--- config.mk ---
export PLATFORM = sky130hd
export DESIGN_NAME = alu_req_rsp
export DESIGN_NICKNAME = d
export VERILOG_FILES = /design/src/rtl/alu_pkg.sv /design/src/rtl/alu_core.sv /design/src/rtl/alu_req_rsp.sv
export SDC_FILE = /design/constraint.sdc
export NUM_CORES = 1
export LEC_CHECK = 0
export CORE_MARGIN = 5
export CORE_UTILIZATION = 40
export DETAILED_ROUTE_END_ITERATION = 6
export PLACE_DENSITY = 0.71
export SYNTH_ARGS = -nofsm -noshare
export SYNTH_HDL_FRONTEND = slang
export SYNTH_SLANG_ARGS = --single-unit
--- constraint.sdc ---
create_clock -name clock -period 5.6 [get_ports clock]
set_input_delay 0.84 -clock clock [delete_from_list [all_inputs] [get_ports clock]]
set_output_delay 0.84 -clock clock [all_outputs]
set_load 0.05 [all_outputs]
--- src/rtl/alu_pkg.sv ---
// Shared definitions for the ALU request/response slice.
// Contents: opcode encodings, default widths, and the response-entry record
// (default-width view) returned to the issuing engine.
package alu_pkg;

  localparam int unsigned DEF_DATA_W = 32;
  localparam int unsigned DEF_TAG_W  = 4;

  localparam logic [4:0] OP_ADD = 5'b00000;
  localparam logic [4:0] OP_SUB = 5'b00001;
  localparam logic [4:0] OP_AND = 5'b00010;
  localparam logic [4:0] OP_OR  = 5'b00011;
  localparam logic [4:0] OP_SLL = 5'b00100;
  localparam logic [4:0] OP_SRA = 5'b00101;

  typedef struct packed {
    logic [DEF_DATA_W-1:0] result;
    logic                  isNotEqual;
    logic                  isLessThan;
    logic                  overflow;
    logic [DEF_TAG_W-1:0]  tag;
  } rsp_entry_t;

endpackage

--- src/rtl/alu_core.sv ---
// Purely combinational ALU evaluation.
// Ports:
//   i_opcode  - operation select (alu_pkg OP_*), unknown codes give 0
//   i_shamt   - shift amount, used by sll/sra only
//   i_a, i_b  - operands
//   o_result  - operation result (modulo 2^DATA_W)
//   o_ne      - A != B
//   o_lt      - signed A < B (overflow-corrected)
//   o_ovf     - signed overflow of add/sub, 0 otherwise
module alu_core
  import alu_pkg::*;
#(
  parameter int unsigned DATA_W = DEF_DATA_W
) (
  input  logic [4:0]        i_opcode,
  input  logic [4:0]        i_shamt,
  input  logic [DATA_W-1:0] i_a,
  input  logic [DATA_W-1:0] i_b,
  output logic [DATA_W-1:0] o_result,
  output logic              o_ne,
  output logic              o_lt,
  output logic              o_ovf
);

  logic [DATA_W-1:0] w_sum;
  logic [DATA_W-1:0] w_diff;
  logic              w_add_ovf;
  logic              w_sub_ovf;

  assign w_sum  = i_a + i_b;
  assign w_diff = i_a - i_b;

  assign w_add_ovf = (i_a[DATA_W-1] == i_b[DATA_W-1]) && (w_sum[DATA_W-1]  != i_a[DATA_W-1]);
  assign w_sub_ovf = (i_a[DATA_W-1] != i_b[DATA_W-1]) && (w_diff[DATA_W-1] != i_a[DATA_W-1]);

  // Flags come from the subtraction regardless of opcode; the XOR with the
  // subtract overflow keeps the signed compare correct when A-B wraps.
  assign o_ne = (w_diff != '0);
  assign o_lt = w_diff[DATA_W-1] ^ w_sub_ovf;

  always_comb begin
    o_result = '0;
    o_ovf    = 1'b0;
    case (i_opcode)
      OP_ADD: begin
        o_result = w_sum;
        o_ovf    = w_add_ovf;
      end
      OP_SUB: begin
        o_result = w_diff;
        o_ovf    = w_sub_ovf;
      end
      OP_AND:  o_result = i_a & i_b;
      OP_OR:   o_result = i_a | i_b;
      OP_SLL:  o_result = i_a << i_shamt;
      OP_SRA:  o_result = $unsigned($signed(i_a) >>> i_shamt);
      default: o_result = '0;
    endcase
  end

endmodule

--- src/rtl/alu_req_rsp.sv ---
// Request/response front-end for the ALU core.
// Tagged requests are accepted over req_valid/req_ready, evaluated by
// alu_core and written into an in-order response buffer, which is drained
// over rsp_valid/rsp_ready. Also counts accepted overflowing operations
// (saturating).
// Ports:
//   clock, reset           - single clock, synchronous active-high reset
//   req_*                  - request channel (opcode, shift amount, operands, tag)
//   rsp_*                  - response channel (result, flags, tag); zero when empty
//   ovf_count              - saturating count of accepted ops with overflow=1
//   busy                   - response buffer holds at least one entry
module alu_req_rsp
  import alu_pkg::*;
#(
  parameter int unsigned DATA_W = DEF_DATA_W,
  parameter int unsigned DEPTH  = 2,
  parameter int unsigned TAG_W  = DEF_TAG_W,
  parameter int unsigned CNT_W  = 16
) (
  input  logic              clock,
  input  logic              reset,
  input  logic              req_valid,
  output logic              req_ready,
  input  logic [4:0]        req_opcode,
  input  logic [4:0]        req_shiftamt,
  input  logic [DATA_W-1:0] req_operandA,
  input  logic [DATA_W-1:0] req_operandB,
  input  logic [TAG_W-1:0]  req_tag,
  output logic              rsp_valid,
  input  logic              rsp_ready,
  output logic [DATA_W-1:0] rsp_result,
  output logic              rsp_isNotEqual,
  output logic              rsp_isLessThan,
  output logic              rsp_overflow,
  output logic [TAG_W-1:0]  rsp_tag,
  output logic [CNT_W-1:0]  ovf_count,
  output logic              busy
);

  localparam int unsigned PTR_W    = (DEPTH > 1) ? $clog2(DEPTH) : 1;
  localparam int unsigned LVL_W    = $clog2(DEPTH + 1);
  localparam logic [LVL_W-1:0] FULL_LVL = LVL_W'(DEPTH);

  typedef struct packed {
    logic [DATA_W-1:0] result;
    logic              isNotEqual;
    logic              isLessThan;
    logic              overflow;
    logic [TAG_W-1:0]  tag;
  } entry_t;

  entry_t             r_mem [DEPTH];
  logic [PTR_W-1:0]   r_wr_ptr;
  logic [PTR_W-1:0]   r_rd_ptr;
  logic [LVL_W-1:0]   r_count;
  logic [CNT_W-1:0]   r_ovf_count;

  logic [DATA_W-1:0]  w_result;
  logic               w_ne;
  logic               w_lt;
  logic               w_ovf;
  logic               w_push;
  logic               w_pop;
  entry_t             w_entry;
  entry_t             w_head;

  alu_core #(.DATA_W(DATA_W)) u_core (
    .i_opcode (req_opcode),
    .i_shamt  (req_shiftamt),
    .i_a      (req_operandA),
    .i_b      (req_operandB),
    .o_result (w_result),
    .o_ne     (w_ne),
    .o_lt     (w_lt),
    .o_ovf    (w_ovf)
  );

  assign req_ready = !reset && (r_count < FULL_LVL);
  assign rsp_valid = (r_count != '0);
  assign busy      = (r_count != '0);
  assign w_push    = req_valid && req_ready;
  assign w_pop     = rsp_valid && rsp_ready;
  assign ovf_count = r_ovf_count;

  always_comb begin
    w_entry.result     = w_result;
    w_entry.isNotEqual = w_ne;
    w_entry.isLessThan = w_lt;
    w_entry.overflow   = w_ovf;
    w_entry.tag        = req_tag;
    // Storage is not cleared on reset; masking with rsp_valid keeps the
    // response outputs at zero whenever the buffer is empty.
    w_head = '0;
    if (rsp_valid) begin
      w_head = r_mem[r_rd_ptr];
    end
  end

  assign rsp_result     = w_head.result;
  assign rsp_isNotEqual = w_head.isNotEqual;
  assign rsp_isLessThan = w_head.isLessThan;
  assign rsp_overflow   = w_head.overflow;
  assign rsp_tag        = w_head.tag;

  // req_ready is low during reset, so no write can land while resetting.
  always_ff @(posedge clock) begin
    if (w_push) begin
      r_mem[r_wr_ptr] <= w_entry;
    end
  end

  always_ff @(posedge clock) begin
    if (reset) begin
      r_wr_ptr    <= '0;
      r_rd_ptr    <= '0;
      r_count     <= '0;
      r_ovf_count <= '0;
    end else begin
      if (w_push) begin
        r_wr_ptr <= r_wr_ptr + PTR_W'(1);
      end
      if (w_pop) begin
        r_rd_ptr <= r_rd_ptr + PTR_W'(1);
      end
      case ({w_push, w_pop})
        2'b10:   r_count <= r_count + LVL_W'(1);
        2'b01:   r_count <= r_count - LVL_W'(1);
        default: r_count <= r_count;
      endcase
      if (w_push && w_ovf && (r_ovf_count != '1)) begin
        r_ovf_count <= r_ovf_count + CNT_W'(1);
      end
    end
  end

endmodule
## Word-level counts from Yosys, hierarchy flattened

Memory sizes are Yosys's and may differ from the RTL's. A register that Yosys moved wholly into a read port is not among the register bits.
Index checks and enable logic that the tools add are counted.

- Reductions and logical operators: 12
- Equal/unequal tests: 12
- Shift-type cells: 2
- Magnitude comparators: 1
- Mux-type cells: 8
- Bitwise gates (word level): 3
- $add $sub $neg: 7

Operators with widths:

| kind | count |
|---|---|
| $pmux 32 s6 | 1 |
| $mux 39 | 1 |
| $add 32x32->32 | 1 |
| $and 32x32->32 | 1 |
| $or 32x32->32 | 1 |
| $reduce_bool 32->1 | 1 |
| $shl 32x5->32 | 1 |
| $sshr 32x5->32 | 1 |
| $sub 32x32->32 | 1 |
| $add 16x1->16 const B | 1 |
| $ne 16x16->1 const B | 1 |
| $eq 5x2->1 const B | 2 |
| $eq 5x3->1 const B | 2 |
| $logic_and 1x1->1 | 7 |
| $eq 5x1->1 const B | 1 |
| $logic_not 5->1 | 1 |
| $mux 1 | 4 |
| $pmux 2 s2 | 1 |
| $reduce_bool 2->1 | 2 |
| $ne 1x1->1 | 3 |
| $add 1x1->1 const B | 2 |
| $add 2x1->2 const B | 1 |
| $eq 2x1->1 const B | 1 |
| $eq 2x2->1 const B | 1 |
| 6 further kinds | 6 |

- Memories kept: 1
- Output and inout bits: 58
- Logic and storage cells: 50
- Register bits after elaboration: 20
- Input port bits: 82
- Bits in writable memories: 78

Memories:

| memory | words | width | read ports | clocked after memory_dff | wr ports | line | source |
|---|---|---|---|---|---|---|---|
| r_mem | 2 | 39 | 1 | 1 | 1 | alu_req_rsp.sv:52 | `entry_t r_mem [DEPTH];` |

## Depth between registers and ports, before layout

- Depth after elaboration: 6
- Depth in mapped cells: 24
- Depth with buffers taken out: 23

## Hierarchy

Synthesis repeated with hierarchy kept, for this count alone.

- Cell total of the unflattened synthesis: 1,611
- Area total of the unflattened synthesis: 12,680.9 µm²

Modules (own cells, without submodules):

| module | area an instance (µm²) | times used | sequential area each (µm²) | cells an instance |
|---|---|---|---|---|
| alu_core | 8,694.6 | 1 | 0.0 | 1,320 |
| alu_req_rsp | 3,986.3 | 1 | 2,762.6 | 291 |

## Worst setup path after synthesis

Ideal clock, no wire load.

- Kind: input to register
- Start: in req_operandA[5]
- End: mem r_mem[0][6] (netlist name), data pin
- Cell stages on the path: 24
- Library setup time: 0.276 ns
- Setup slack: -0.070 ns
- Path buffers: 1
- Required time: 5.324 ns
- Arrival: 5.394 ns
- Path through: inv_1 -> ha_1 -> buf_2 -> nor3b_2 -> or3_1 -> nor4_1 -> a21boi_1 -> o31a_1 -> o21ai_0 -> a21oi_1 -> a21o_1 -> a221oi_1 -> o21bai_1 -> fa_1 -> nor2_1 -> nand4_1 -> nor2_1 -> and4b_1 -> o2111ai_1 -> nor4_1 -> o2111ai_1 -> or4b_1 -> nor4b_1 -> nand4_1

- Cells in the longest elaborated chain, start to end: 2

RTL lines:

| element | line | source |
|---|---|---|
| start: declaration | alu_req_rsp.sv:26 | `input logic [DATA_W-1:0] req_operandA,` |
| $sub 32x32->32 | alu_core.sv:31 | `assign w_diff = i_a - i_b;` |
| $reduce_bool 32->1 | alu_core.sv:38 | `assign o_ne = (w_diff != '0);` |
| net u_core.o_ne | alu_core.sv:20 | `output logic o_ne,` |
| end: declaration | alu_req_rsp.sv:52 |  |

The timed path passes the listed nets, and every way through them passes these cells.

## Final worst setup path

- Start: in req_operandB[13]
- End: mem r_mem[0][6] (netlist name), data pin

- Cells in the longest elaborated chain, start to end: 2

RTL lines:

| element | line | source |
|---|---|---|
| start: declaration | alu_req_rsp.sv:27 | `input logic [DATA_W-1:0] req_operandB,` |
| $sub 32x32->32 | alu_core.sv:31 |  |
| $reduce_bool 32->1 | alu_core.sv:38 |  |
| net u_core.o_ne | alu_core.sv:20 |  |

The timed path passes the listed nets, and every way through them passes these cells.

==> impl_results.md <==
* Critical path data required time at 5680 ps
* Via count at 13,274
* Cts hold-fix bufs at 0
* Clk pwr share at 17.6%
* Final Power at 3.73 mW
* Achievable Freq at 0.179 GHz
* Area of the multi-input gates at 9110 µm²
* MaxCap Viol Count at 0
* PortBufs at 139
* Fillers at 2,879
* Placed Instances at 2,149
* Max_slew headroom at 34.4%
* Dominant cell type by area after synthesis: edfxtp_1
* Synthesized flop and latch total at 99
* Post-Syn Instances at 1,556
* Setup CP Type: in -> reg
* GP Congestion at 1.01
* Non-filler cells, final at 2,194
* Ports at 140
* DIE WIDTH at 185 µm
* Setup Skew at 15.1 ps
* Final WL at 49,200 µm
* Top_reg_cell synth: edfxtp_1
* Slew @ Worst Pin at 984 ps
* Internal at 2.04 mW
* Setup violations, final at 0
* Hold/Removal Path Class: reg -> reg
* Worst-path clk slew at 80 ps
* Unrepaired setup endpoints after global routing: yes
* Switching share of power at 45.3%
* Failing checks: DRC
* Logic gate share of total power at 58.3%
* Starting DRT DRC Count at 1,509
* Period minus WS final at 5570 ps
* Reg area at 2760 µm²
* Critical path's slowest cell: or4b_4
* Die area at 34,300 µm²
* Mapped Nets at 1,744
* Clk_lat worst skew at 360 ps
* Final #Nets at 1,981
* P_sw at 1.69 mW
* Die Span Y at 185 µm
* Levels on crit path at 22
* Largest stage delay, worst path at 520 ps
* CP startpoint kind: primary input
* Critical Path, Cell by Cell: clkdlybuf4s50_1 -> inv_1 -> ha_4 -> or3_4 -> nor2_4 -> o31a_1 -> o21ai_2 -> a21oi_2 -> a21o_1 -> a221oi_2 -> o21bai_1 -> fa_1 -> nor2_1 -> nand4_1 -> nor2_1 -> and4b_1 -> o2111ai_2 -> nor4_2 -> o2111ai_1 -> or4b_4 -> nor4b_4 -> nand4_1
* CTS tree: built
* Post-synth EDFFs at 78
* Pin count of the biggest net entering global routing at 85
* Final hold violation count at 0
* Pre-Repair DR Iteration Count at 7
* Register-to-Register Path Depth at 12
* Clk buf depth at 2
* Antenna viol nets, final at 0
* Clk sinks at 99
* Routed wire per std cell at 22.4 µm
* Final slew viol count at 0
* Gr ovfl total at 0
* WP data arrival at 5650 ps
* Yosys warning count at 0
* Area Overhead vs Synth at 29.6%
* Post-synth top area share at 19.1%
* Post-route clock period utilization at 99.5%
* Top post-synthesis cells by area: edfxtp_1 (19%), ha_1 (10%), mux2i_1 (8.5%)
* FP Rows at 64
* Sequential share of the synthesized area at 22.5%
* Min-Delay Path Depth at 2
* Yosys cell types at 90
* Share of layout cells above drive strength 1 at 19.0%
* First-pass GRT wire length at 73,500 µm
* Worst path bufs/invs at 2
* Worst Path Max Fanout at 3
* Initial antenna violation count at 1
* Routed vias/inst at 6.05
* Initial core utilization at 40.4%
* Total core area at 30,400 µm²
* Global Route Usage Sum at 27.8%
* Avg Inst Size Synth at 7.89 µm²
* Synth Cell Area at 12,300 µm²
* Max rail drop VDD at 0.177 mV
* CP endpoint kind: flip-flop
* Delay-heaviest family, CP: simple AND/OR/NAND/NOR gates
* Pleak at 6.58 nW
* Diodes inserted at 0
* TritonCTS buffer count at 9
* DP HPWL at 38,900 µm
* Ratio of total power to cell area at 234 nW/µm²
* Status: finished with violations
* Reg power frac at 24.0%
* CTS HTree Levels at 3
* WHS at 519 ps
* Vias in the first global route at 12,461
* Final setup TNS at 0 ps
* Root buffer cell: clkbuf_16
* Post-route DRC at 1
* Asr flop ratio synth at 0%
cell usage after synthesis, types with 5 or more instances:
| cell | instances |
|---|---|
| nor4_1 | 9 |
| a221oi_1 | 6 |
| a21oi_1 | 131 |
| and2_1 | 8 |
| mux2i_1 | 104 |
| a21o_1 | 22 |
| nor3_1 | 38 |
| o21bai_1 | 12 |
| o211ai_1 | 9 |
| o221ai_1 | 18 |
| dfxtp_1 | 21 |
| and3_1 | 10 |
| nand3_1 | 13 |
| nor2_1 | 248 |
| a222oi_1 | 5 |
| o21ai_0 | 119 |
| buf_1 | 13 |
| o22ai_1 | 23 |
| a22oi_1 | 5 |
| nand2b_1 | 17 |
| edfxtp_1 | 78 |
| a31oi_1 | 10 |
| a211oi_1 | 23 |
| nand2_1 | 84 |
| clkbuf_1 | 87 |
| xor2_1 | 23 |
| ha_1 | 103 |
| inv_1 | 94 |
| nand4_1 | 10 |
| xnor2_1 | 36 |
| or3_1 | 16 |
| o21a_1 | 7 |
| nor2b_1 | 11 |
| mux4_2 | 25 |
| o31ai_1 | 14 |
registers in the layout, summed over array words and instances, names as in the netlist, named ones only:
name,cells
r_mem,78
ovf_count,16
r_count,2
r_rd_ptr,1
r_wr_ptr,1
layout make-up:
cell class | instances | area share, %
inverter | 99 | 2.41
multi-input combinational | 1251 | 57.2
clock buffer | 11 | 1.66
tap | 396 | 3.11
sequential | 99 | 17.4
clock inverter | 5 | 0.354
timing repair buffer | 333 | 17.9
tightest hold or removal path: cells and delay by family (launching register included):
kind	cells	cell delay, ps
DFF	1	330
AOI/OAI and AO/OA	2	140
worst paths after layout:
check | endpoint | from | slack (ps)
setup / recovery | r_mem[0][6] | req_operandB[13] | 30
hold / removal | r_count[1] | r_count[1] | 520
setup reg to reg | ovf_count[15] | ovf_count[3] | 2600
hold reg to reg | r_count[1] | r_count[1] | 520
cells in the final DEF, fill, tap and decap left out, drive strengths merged, types with 10 or more instances in the layout:
cell / instances
o221ai: 18
or3: 16
inv: 100
nand3: 13
o22ai: 23
mux2i: 104
edfxtp: 78
nor4: 10
o21ai: 122
nor3: 39
nor2: 248
xor2: 23
nand2b: 17
nand4: 10
a21o: 22
clkdlybuf4s50: 103
o21bai: 12
dfxtp: 21
buf: 205
mux4: 25
and3: 10
xnor2: 36
nor2b: 11
clkbuf: 14
nand2: 84
a211oi: 23
a21oi: 131
ha: 103
a31oi: 10
dlygate4sd2: 11
o31ai: 16
cell families (layout without fill, tap and decap cells):
family | count (synthesis) | in the layout | share of synthesized area (%)
mux | 133 | 133 | 13.4
buf+inv | 206 | 448 | 6.46
xor+xnor | 59 | 59 | 4.21
compound gates | 462 | 462 | 24.3
fa+ha+maj | 106 | 106 | 11.0
simple gates | 491 | 491 | 18.2
flops | 99 | 99 | 22.5
power groups by stage:
stage               logic [mW]  clock network, mW  registers, mW
floorplan                 1.35                  0          0.882
global placement          2.07                  0          0.912
detailed placement        2.08                  0          0.915
CTS                       2.12              0.672          0.899
global route              2.31              0.701          0.905
finish                    2.18              0.658          0.897
metal layers:
metal	vias up	track usage (%)	share of wire [%]
met1	6287	38.5	42
li1	6133	-	-
met2	726	43.2	45
met4	0	10.3	4.2
met5	-	0	0
met3	128	5.32	9.1
per-stage QoR:
stage | setup slack (ps) | cell area [µm²] | utilization [%]
finish | 25.5 | 15900 | 52.3
global route | -81.8 | 15900 | 52.3
CTS | 1.92 | 15700 | 51.5
detailed placement | -995 | 15000 | 49.3
global placement | -647 | 15000 | 49.3
floorplan | 49.4 | 12300 | -
what timing repair did:
item / in CTS / in global routing
gates resized for setup: 89 / 55
pin swaps: 32 / 26
setup buffers: 21 / 8
setup endpoints to repair: 17 / 15
hold endpoints to repair: 0 / 0
No activity file was read; power rests on OpenSTA's default activity.
